$ cat src/rtl/rom_loader.sv
// Boot loader: walks a combinational program ROM, packs bytes little-endian into words
// and writes them to memory over a valid/ready port, holding the CPU in reset until done.
module rom_loader #(
  parameter logic [31:0] BASE_ADDR = 32'h0,
  parameter int unsigned MAX_BYTES = 65536
) (
  input  logic        clk,
  input  logic        reset,
  input  logic        start,
  output logic [31:0] rom_address,
  input  logic [7:0]  rom_byte,
  input  logic        rom_done,
  output logic [31:0] mem_addr,
  output logic [31:0] mem_data,
  output logic [3:0]  mem_be,
  output logic        mem_write,
  input  logic        mem_ready,
  output logic        busy,
  output logic        load_done,
  output logic        overflow,
  output logic        cpu_reset,
  output logic [31:0] byte_count
);

  typedef enum logic [1:0] {IDLE, FETCH, WRITE, DONE} state_t;

  localparam int unsigned LANES = 4;

  state_t      state_q, state_d;
  logic [31:0] rom_address_q, rom_address_d;
  logic [31:0] mem_addr_q, mem_addr_d;
  logic [31:0] mem_data_q, mem_data_d;
  logic [3:0]  mem_be_q, mem_be_d;
  logic        mem_write_q, mem_write_d;
  logic        busy_q, busy_d;
  logic        load_done_q, load_done_d;
  logic        overflow_q, overflow_d;
  logic        cpu_reset_q, cpu_reset_d;
  logic [31:0] byte_count_q, byte_count_d;
  logic        last_q, last_d;
  logic        is_last;
  logic [1:0]  lane;

  // State register and all registered outputs
  always_ff @(posedge clk) begin
    if (reset) begin
      state_q       <= IDLE;
      rom_address_q <= '0;
      mem_addr_q    <= BASE_ADDR;
      mem_data_q    <= '0;
      mem_be_q      <= '0;
      mem_write_q   <= 1'b0;
      busy_q        <= 1'b0;
      load_done_q   <= 1'b0;
      overflow_q    <= 1'b0;
      cpu_reset_q   <= 1'b1;
      byte_count_q  <= '0;
      last_q        <= 1'b0;
    end else begin
      state_q       <= state_d;
      rom_address_q <= rom_address_d;
      mem_addr_q    <= mem_addr_d;
      mem_data_q    <= mem_data_d;
      mem_be_q      <= mem_be_d;
      mem_write_q   <= mem_write_d;
      busy_q        <= busy_d;
      load_done_q   <= load_done_d;
      overflow_q    <= overflow_d;
      cpu_reset_q   <= cpu_reset_d;
      byte_count_q  <= byte_count_d;
      last_q        <= last_d;
    end
  end

  // Next-state and datapath
  always_comb begin
    state_d       = state_q;
    rom_address_d = rom_address_q;
    mem_data_d    = mem_data_q;
    mem_be_d      = mem_be_q;
    mem_write_d   = mem_write_q;
    overflow_d    = overflow_q;
    byte_count_d  = byte_count_q;
    last_d        = last_q;
    lane          = rom_address_q[1:0];
    is_last       = rom_done || ((byte_count_q + 32'd1) == 32'(MAX_BYTES));

    case (state_q)
      IDLE: begin
        if (start) begin
          state_d       = FETCH;
          rom_address_d = '0;
          mem_data_d    = '0;
          mem_be_d      = '0;
          byte_count_d  = '0;
          last_d        = 1'b0;
        end
      end
      FETCH: begin
        for (int i = 0; i < int'(LANES); i++) begin
          if (lane == 2'(i)) begin
            mem_data_d[8*i +: 8] = rom_byte;
            mem_be_d[i]          = 1'b1;
          end
        end
        byte_count_d = byte_count_q + 32'd1;
        if (is_last && !rom_done) overflow_d = 1'b1;
        if (lane == 2'd3 || is_last) begin
          state_d     = WRITE;
          mem_write_d = 1'b1;
          last_d      = is_last;
        end else begin
          rom_address_d = rom_address_q + 32'd1;
        end
      end
      WRITE: begin
        if (mem_write_q && mem_ready) begin
          mem_write_d = 1'b0;
          if (last_q) begin
            state_d = DONE;
          end else begin
            state_d       = FETCH;
            rom_address_d = rom_address_q + 32'd1;
            mem_data_d    = '0;
            mem_be_d      = '0;
          end
        end
      end
      DONE: begin
      end
      default: state_d = IDLE;
    endcase

    // Status outputs registered from the next state so they align with it
    busy_d      = (state_d == FETCH) || (state_d == WRITE);
    load_done_d = (state_d == DONE);
    cpu_reset_d = (state_d != DONE);
    mem_addr_d  = BASE_ADDR + {rom_address_d[31:2], 2'b00};
  end

  assign rom_address = rom_address_q;
  assign mem_addr    = mem_addr_q;
  assign mem_data    = mem_data_q;
  assign mem_be      = mem_be_q;
  assign mem_write   = mem_write_q;
  assign busy        = busy_q;
  assign load_done   = load_done_q;
  assign overflow    = overflow_q;
  assign cpu_reset   = cpu_reset_q;
  assign byte_count  = byte_count_q;

endmodule

$ cat config.mk
export PLATFORM = sky130hd
export DESIGN_NAME = rom_loader
export DESIGN_NICKNAME = d
export VERILOG_FILES = /design/src/rtl/rom_loader.sv
export SDC_FILE = /design/constraint.sdc
export NUM_CORES = 1
export LEC_CHECK = 0
export ABC_CLOCK_PERIOD_IN_PS = 6400
export CELL_PAD_IN_SITES_DETAIL_PLACEMENT = 2
export CELL_PAD_IN_SITES_GLOBAL_PLACEMENT = 2
export CORE_UTILIZATION = 31
export DETAILED_ROUTE_END_ITERATION = 12
export PLACE_DENSITY = 0.95
export SKIP_CTS_REPAIR_TIMING = 1
export SYNTH_ARGS = -nofsm -noshare
export SYNTH_HDL_FRONTEND = slang
export SYNTH_SLANG_ARGS = --single-unit
$ cat constraint.sdc
create_clock -name clk -period 6.4 [get_ports clk]
set_input_delay 1.28 -clock clk [delete_from_list [all_inputs] [get_ports clk]]
set_output_delay 1.28 -clock clk [all_outputs]
set_load 0.02 [all_outputs]
==> flow_summary.json, run 1 <==
{
  "status": "completed",
  "min-delay-path-class": "flip-flop to flip-flop",
  "cts_inserted_buffers": 9,
  "die-area_sq_mm": 0.0215,
  "port_buf_inserts": 147,
  "clkTransAtPathRegs_ps": 80,
  "route.final.wire_length_um": 23600,
  "yosys-top-cells-area": "sky130_fd_sc_hd__dfxtp_1 33%, sky130_fd_sc_hd__o32ai_2 6.3%, sky130_fd_sc_hd__a21oi_1 4.9%",
  "data_arrival_time_of_the_worst_path_ps": 4920,
  "area_share_of_the_leading_cell_type_in_the_synthesized_netlist": 0.333,
  "tritoncts": "built",
  "total_leakage_power_nw": 2.51,
  "r2r_setup_slack_ps": 1700,
  "antenna_found_initial": 2,
  "compound_cell_area_share_of_the_yosys_netlist": 0.252,
  "fraction_of_the_mapped_netlist_area_in_simple_logic_gates": 0.255,
  "pwr_total_w": 0.00162,
  "cts_max_path_buffers": 2,
  "setup.worst_path.class": "flip-flop to flip-flop",
  "globalRouteTotalUtil": 0.219,
  "synth_enable_flop_cells": 0,
  "critPathSlowestCell": "sky130_fd_sc_hd__a21oi_4",
  "main_combinational_cell_family_by_area_after_synthesis": "simple AND/OR/NAND/NOR gates",
  "start_util": 0.318,
  "ys_ff_latch": 108,
  "synthCells": 808,
  "slew_violations": 0,
  "power_density_mw_per_mm2": 202,
  "setup.worst_path.start_class": "flip-flop",
  "synthAdderAreaFrac": 0.0193,
  "irDropWorstVdd_v": 0.000149,
  "die-width_um": 147,
  "gr-total-overflow": 0,
  "routed-via-count": 6473,
  "timing.setup.tns_ps": 0,
  "h-tree-depth": 3,
  "timing.critical_path.slowest_cell_delay_ps": 780,
  "async_set_reset_flop_share_out_of_synthesis": 0,
  "clk-insertion-delay-late_ps": 370,
  "detailedPlacementHpwl_um": 16400,
  "syn_avg_cell_area_sq_um": 8.02,
  "slew-limit-headroom": 0.341,
  "routed_wire_length_per_instance_um": 20.3,
  "final-setup-viol-count": 0,
  "die-height_um": 147,
  "area_share_of_xor_xnor_cells_in_the_synthesized_design": 0.0176,
  "grt_pass1_wl_um": 37600,
  "numClockSinks": 108,
  "pre_cts_ws_ps": 1730,
  "achievable-frequency_ghz": 0.213,
  "postLayoutCoreUtil": 0.395,
  "whs_ps": 470,
  "timing.max_cap.violations": 0,
  "post-synth-top-area-cell": "sky130_fd_sc_hd__dfxtp_1",
  "via_per_inst": 5.57,
  "dr.pass1.iters": 4,
  "final_layout_size_suffix_gt1_frac": 0.0865,
  "detail-route-antenna-nets": 0,
  "post-route-period-util": 0.735,
  "core_area_sq_mm": 0.0204,
  "muxShareOfSynthArea": 0,
  "globalplace.congestion": 0.827,
  "yosysUniqueCellTypes": 72,
  "worst_slack_setup_final_ps": 1700,
  "grt_pass1_vias": 6925,
  "final_hold_violation_count": 0,
  "critical_path_buf_inv_count": 0,
  "synth_ff_type": "sky130_fd_sc_hd__dfxtp_1",
  "synth.cell_area_sq_mm": 0.00648,
  "synth_warnings": 0,
  "detailed_route_iter0_violations": 356,
  "worst_pin_slew_ps": 988,
  "most_used_standard_cell_by_instance_count_after_synthesis": "sky130_fd_sc_hd__dfxtp_1",
  "num_rows": 52,
  "yosys-top-cells-count": "108 x sky130_fd_sc_hd__dfxtp_1, 77 x sky130_fd_sc_hd__nor2_1, 65 x sky130_fd_sc_hd__nand2_1",
  "layout_min_cycle_time_ps": 4700,
  "timing.critical_path.max_delay_family": "simple AND/OR/NAND/NOR gates",
  "clock-root-buffer": "sky130_fd_sc_hd__clkbuf_16",
  "rsz0062_at_grt": "no",
  "maximum_number_of_pins_on_one_net_before_global_route_repair": 74,
  "synth-seq-area-share": 0.333,
  "cp_data_required_time_ps": 6620,
  "crit_chain": "nand4_1 > or3_2 > nor4_4 > and4_1 > o2111ai_1 > or4_4 > a21oi_4 > or2b_4 > o32ai_2",
  "finClkSkew_ps": 11.3,
  "cp-end-kind": "flip-flop",
  "num_io_pins": 150,
  "drc_errors": 0,
  "final_nets": 908,
  "timing.critical_path.fanout_max": 34,
  "flow.area_growth_from_synthesis_pct": 24.1
}
==> worst paths after layout <==
check                                        to  depth (start not counted)      startpoint
worst max-delay path            rom_address[12]                          9  byte_count[11]
worst min-delay path               mem_data[27]                          2    mem_data[27]
worst max register to register  rom_address[12]                          9  byte_count[11]
worst min register to register     mem_data[27]                          2    mem_data[27]
==> worst register-to-register path, stage by stage (launching register included) <==
cell	delay [ps]
sky130_fd_sc_hd__dfxtp_1	580
sky130_fd_sc_hd__nand4_1	400
sky130_fd_sc_hd__or3_2	690
sky130_fd_sc_hd__nor4_4	330
sky130_fd_sc_hd__and4_1	250
sky130_fd_sc_hd__o2111ai_1	150
sky130_fd_sc_hd__or4_4	600
sky130_fd_sc_hd__a21oi_4	780
sky130_fd_sc_hd__or2b_4	630
sky130_fd_sc_hd__o32ai_2	150
==> metrics by stage <==
step                      std cells  instance area [sq um]
final                          1162                   8040
after global routing           1161                   8040
after CTS                      1160                   8040
after detailed placement       1144                   7730
after global placement         1144                   7730
after floorplan                 809                   6490
==> layout by cell type (no fill, tap or decap), drive strengths merged, types with 4 or more instances in the layout <==
master and instances:
o32ai 25, and2 9, xor2 5, a21oi 65, nand2 65, or2 5
ha 10, a31oi 10, xnor2 8, clkdlybuf4s50 146, nand4 14, buf 5
inv 54, o21a 4, nand3 56, a311oi 5, o21ai 49, or3 22
and4 5, nor3 20, nor4 15, and3 12, o211ai 6, a22oi 26
nand4b 4, o31ai 6, nor2 78, clkbuf 10, dfxtp 108
==> cell families after synthesis <==
family	after synthesis
AND/OR/NAND/NOR	318
AO/OA/AOI/OAI	220
buffers and inverters	138
flip-flops	108
XOR/XNOR	13
adder cells (fa/ha/maj)	10
other	1
==> flip-flops by register name (all words and copies together), names as in the netlist, named ones only <==
signal,count
mem_write,1
mem_be,4
busy,1
mem_data,32
load_done,1
state_q,1
rom_address,32
byte_count,32
last_q,1
overflow,1
cpu_reset,1
==> final cells by class <==
| class | instances | area [sq um] |
|---|---|---|
| Fill cell | 2285 | 12300 |
| Multi-Input combinational cell | 563 | 3540 |
| Sequential cell | 108 | 2160 |
| Timing Repair Buffer | 151 | 1500 |
| Tap cell | 270 | 338 |
| Clock buffer | 10 | 229 |
| Inverter | 52 | 195 |
| Clock inverter | 6 | 78.8 |
| Antenna cell | 2 | 5.00 |
==> per-layer routing <==
layer	track usage	share of wire
met1	0.258	0.43
met2	0.394	0.51
met3	0.0431	0.035
met4	0.0703	0.022
met5	0	0
==> power by group <==
part	total [W]	switching (W)	internal, W
sequential	0.000701	0.0000147	0.000686
clock	0.000604	0.000290	0.000314
combinational	0.000318	0.000224	0.0000939
Power figures use the tool's default switching activity.
==> run 2: changes to the inputs <==
ABC_CLOCK_PERIOD_IN_PS = 4500   (was 6400)
CORE_UTILIZATION = 29   (was 31)
PLACE_DENSITY = 0.9   (was 0.95)
clock period = 4.5 ns   (was 6.4 ns; I/O delays follow)
==> run 2 against run 1 <==
Count of clock-buffer cells in the layout is the same. Register-to-register slack lost 1200 ps. Critical endpoint is now busy. Setup slack lost 1200 ps. Sequential power grew 42%. Clock power grew 32%. Via count shrank 2.0%. Die area grew 6.8%. Final area grew 0.23%. Wire length shrank 5.1%. Sequential share of layout area shrank 0.063 points. Largest cell class unchanged. Non-clock buffer count grew 5. Worst hold slack lost 11 ps.
==> flow_summary.json, run 2 (synthesis gave the netlist of run 1 again) <==
{
  "cp-end-kind": "flip-flop",
  "routed-via-count": 6344,
  "timing.critical_path.fanout_max": 14,
  "final-setup-viol-count": 0,
  "final_layout_size_suffix_gt1_frac": 0.0905,
  "min-delay-start": "mem_data[29]",
  "maximum_number_of_pins_on_one_net_before_global_route_repair": 70,
  "status": "completed",
  "detailedPlacementHpwl_um": 15900,
  "via_per_inst": 5.39,
  "die-area_sq_mm": 0.0230,
  "power_density_mw_per_mm2": 278,
  "timing.setup.tns_ps": 0,
  "layout_min_cycle_time_ps": 3970,
  "detail-route-antenna-nets": 0,
  "routed_wire_length_per_instance_um": 19.0,
  "die-height_um": 152,
  "final_hold_violation_count": 0,
  "tritoncts": "built",
  "cts_inserted_buffers": 9,
  "globalplace.congestion": 0.831,
  "route.final.wire_length_um": 22400,
  "cts_max_path_buffers": 2,
  "core_area_sq_mm": 0.0219,
  "crit_start": "byte_count[2]",
  "commonest_non_fill_non_tap_cell_in_the_layout": "sky130_fd_sc_hd__clkdlybuf4s50_1",
  "slew-limit-headroom": 0.323,
  "slew_violations": 0,
  "min-delay-path-class": "flip-flop to flip-flop",
  "achievable-frequency_ghz": 0.252,
  "flow.area_growth_from_synthesis_pct": 24.4,
  "start_util": 0.296,
  "final_cell_mix": "146 x sky130_fd_sc_hd__clkdlybuf4s50_1, 108 x sky130_fd_sc_hd__dfxtp_1, 77 x sky130_fd_sc_hd__nor2_1",
  "clk-insertion-delay-late_ps": 370,
  "rsz0062_at_grt": "no",
  "grt_pass1_vias": 6560,
  "clkTransAtPathRegs_ps": 70,
  "setup.worst_path.class": "flip-flop to flip-flop",
  "numClockSinks": 108,
  "cp_data_required_time_ps": 4730,
  "h-tree-depth": 3,
  "irDropWorstVdd_v": 0.000187,
  "finClkSkew_ps": 13.5,
  "gr-total-overflow": 0,
  "total_leakage_power_nw": 2.52,
  "dr.pass1.iters": 4,
  "worst_pin_slew_ps": 1020,
  "timing.max_cap.violations": 0,
  "drc_errors": 0,
  "globalRouteTotalUtil": 0.199,
  "setup.worst_path.start_class": "flip-flop",
  "data_arrival_time_of_the_worst_path_ps": 4200,
  "grt_pass1_wl_um": 35800,
  "final_nets": 913,
  "r2r-start": "byte_count[2]",
  "antenna_found_initial": 1,
  "port_buf_inserts": 147,
  "detailed_route_iter0_violations": 257,
  "num_rows": 54,
  "die-width_um": 152,
  "postLayoutCoreUtil": 0.368,
  "post-route-period-util": 0.882,
  "num_io_pins": 150,
  "clock-root-buffer": "sky130_fd_sc_hd__clkbuf_16"
}
-- run 2: cell count changes in the layout (fill, tap and decap cells not counted) --
cell / previous run / this run
sky130_fd_sc_hd__buf_4: 5 / 10
sky130_fd_sc_hd__bufinv_16: 1 / 0
sky130_fd_sc_hd__clkinvlp_4: 0 / 1
sky130_fd_sc_hd__diode_2: 2 / 1
sky130_fd_sc_hd__inv_6: 2 / 3
sky130_fd_sc_hd__inv_8: 2 / 1
sky130_fd_sc_hd__o21ai_1: 2 / 3
sky130_fd_sc_hd__o21ai_2: 4 / 3
-- run 2: report_power, final --
part / total [W] / switching, W / internal (W) / leakage, nW
Combinational: 0.000448 / 0.000312 / 0.000137 / 1.51
Sequential: 0.000996 / 0.0000193 / 0.000976 / 0.872
Clock: 0.000798 / 0.000410 / 0.000388 / 0.136
-- run 2: per-stage QoR --
stage | cells | area [sq um] | power [W] | hold slack (ps) | setup slack (ps)
after floorplan | 809 | 6490 | 0.00134 | 442 | 877
after global placement | 1159 | 7780 | 0.00145 | 440 | 653
after detailed placement | 1159 | 7780 | 0.00147 | 451 | 560
after CTS | 1175 | 8060 | 0.00227 | 461 | 539
after global routing | 1175 | 8060 | 0.00235 | 489 | 251
final | 1176 | 8060 | 0.00224 | 460 | 533
-- run 2: final timing paths --
| check | cells past startpoint | slack (ps) | end |
|---|---|---|---|
| hold / removal | 2 | 460 | mem_data[29] |
| setup / recovery | 11 | 530 | busy |
| setup reg to reg | 11 | 530 | busy |
| hold reg to reg | 2 | 460 | mem_data[29] |
-- run 2: routing by layer --
metal / track usage / wire length (um)
met1: 0.245 / 9910
met2: 0.357 / 11300
met3: 0.0416 / 884
met4: 0.0416 / 237
met5: 0 / 0
-- run 2: critical path, cell delays in order, from the launching register on --
cell	delay, ps
sky130_fd_sc_hd__dfxtp_1	580
sky130_fd_sc_hd__nand4_4	220
sky130_fd_sc_hd__or4_4	660
sky130_fd_sc_hd__nor4_4	430
sky130_fd_sc_hd__and4_1	250
sky130_fd_sc_hd__o2111ai_1	190
sky130_fd_sc_hd__or4_4	610
sky130_fd_sc_hd__nand2_1	200
sky130_fd_sc_hd__o21ai_0	110
sky130_fd_sc_hd__a21boi_0	200
sky130_fd_sc_hd__ha_1	250
sky130_fd_sc_hd__nor2b_1	120
-- run 2: final cells by class --
class                      instances  area, sq um
fill                            2469        13800
multi-input combinational        563         3530
sequential                       108         2160
timing repair buffer             156         1540
tap                              280          350
clock buffer                      10          229
inverter                          52          195
clock inverter                     6         53.8
antenna                            1         2.50
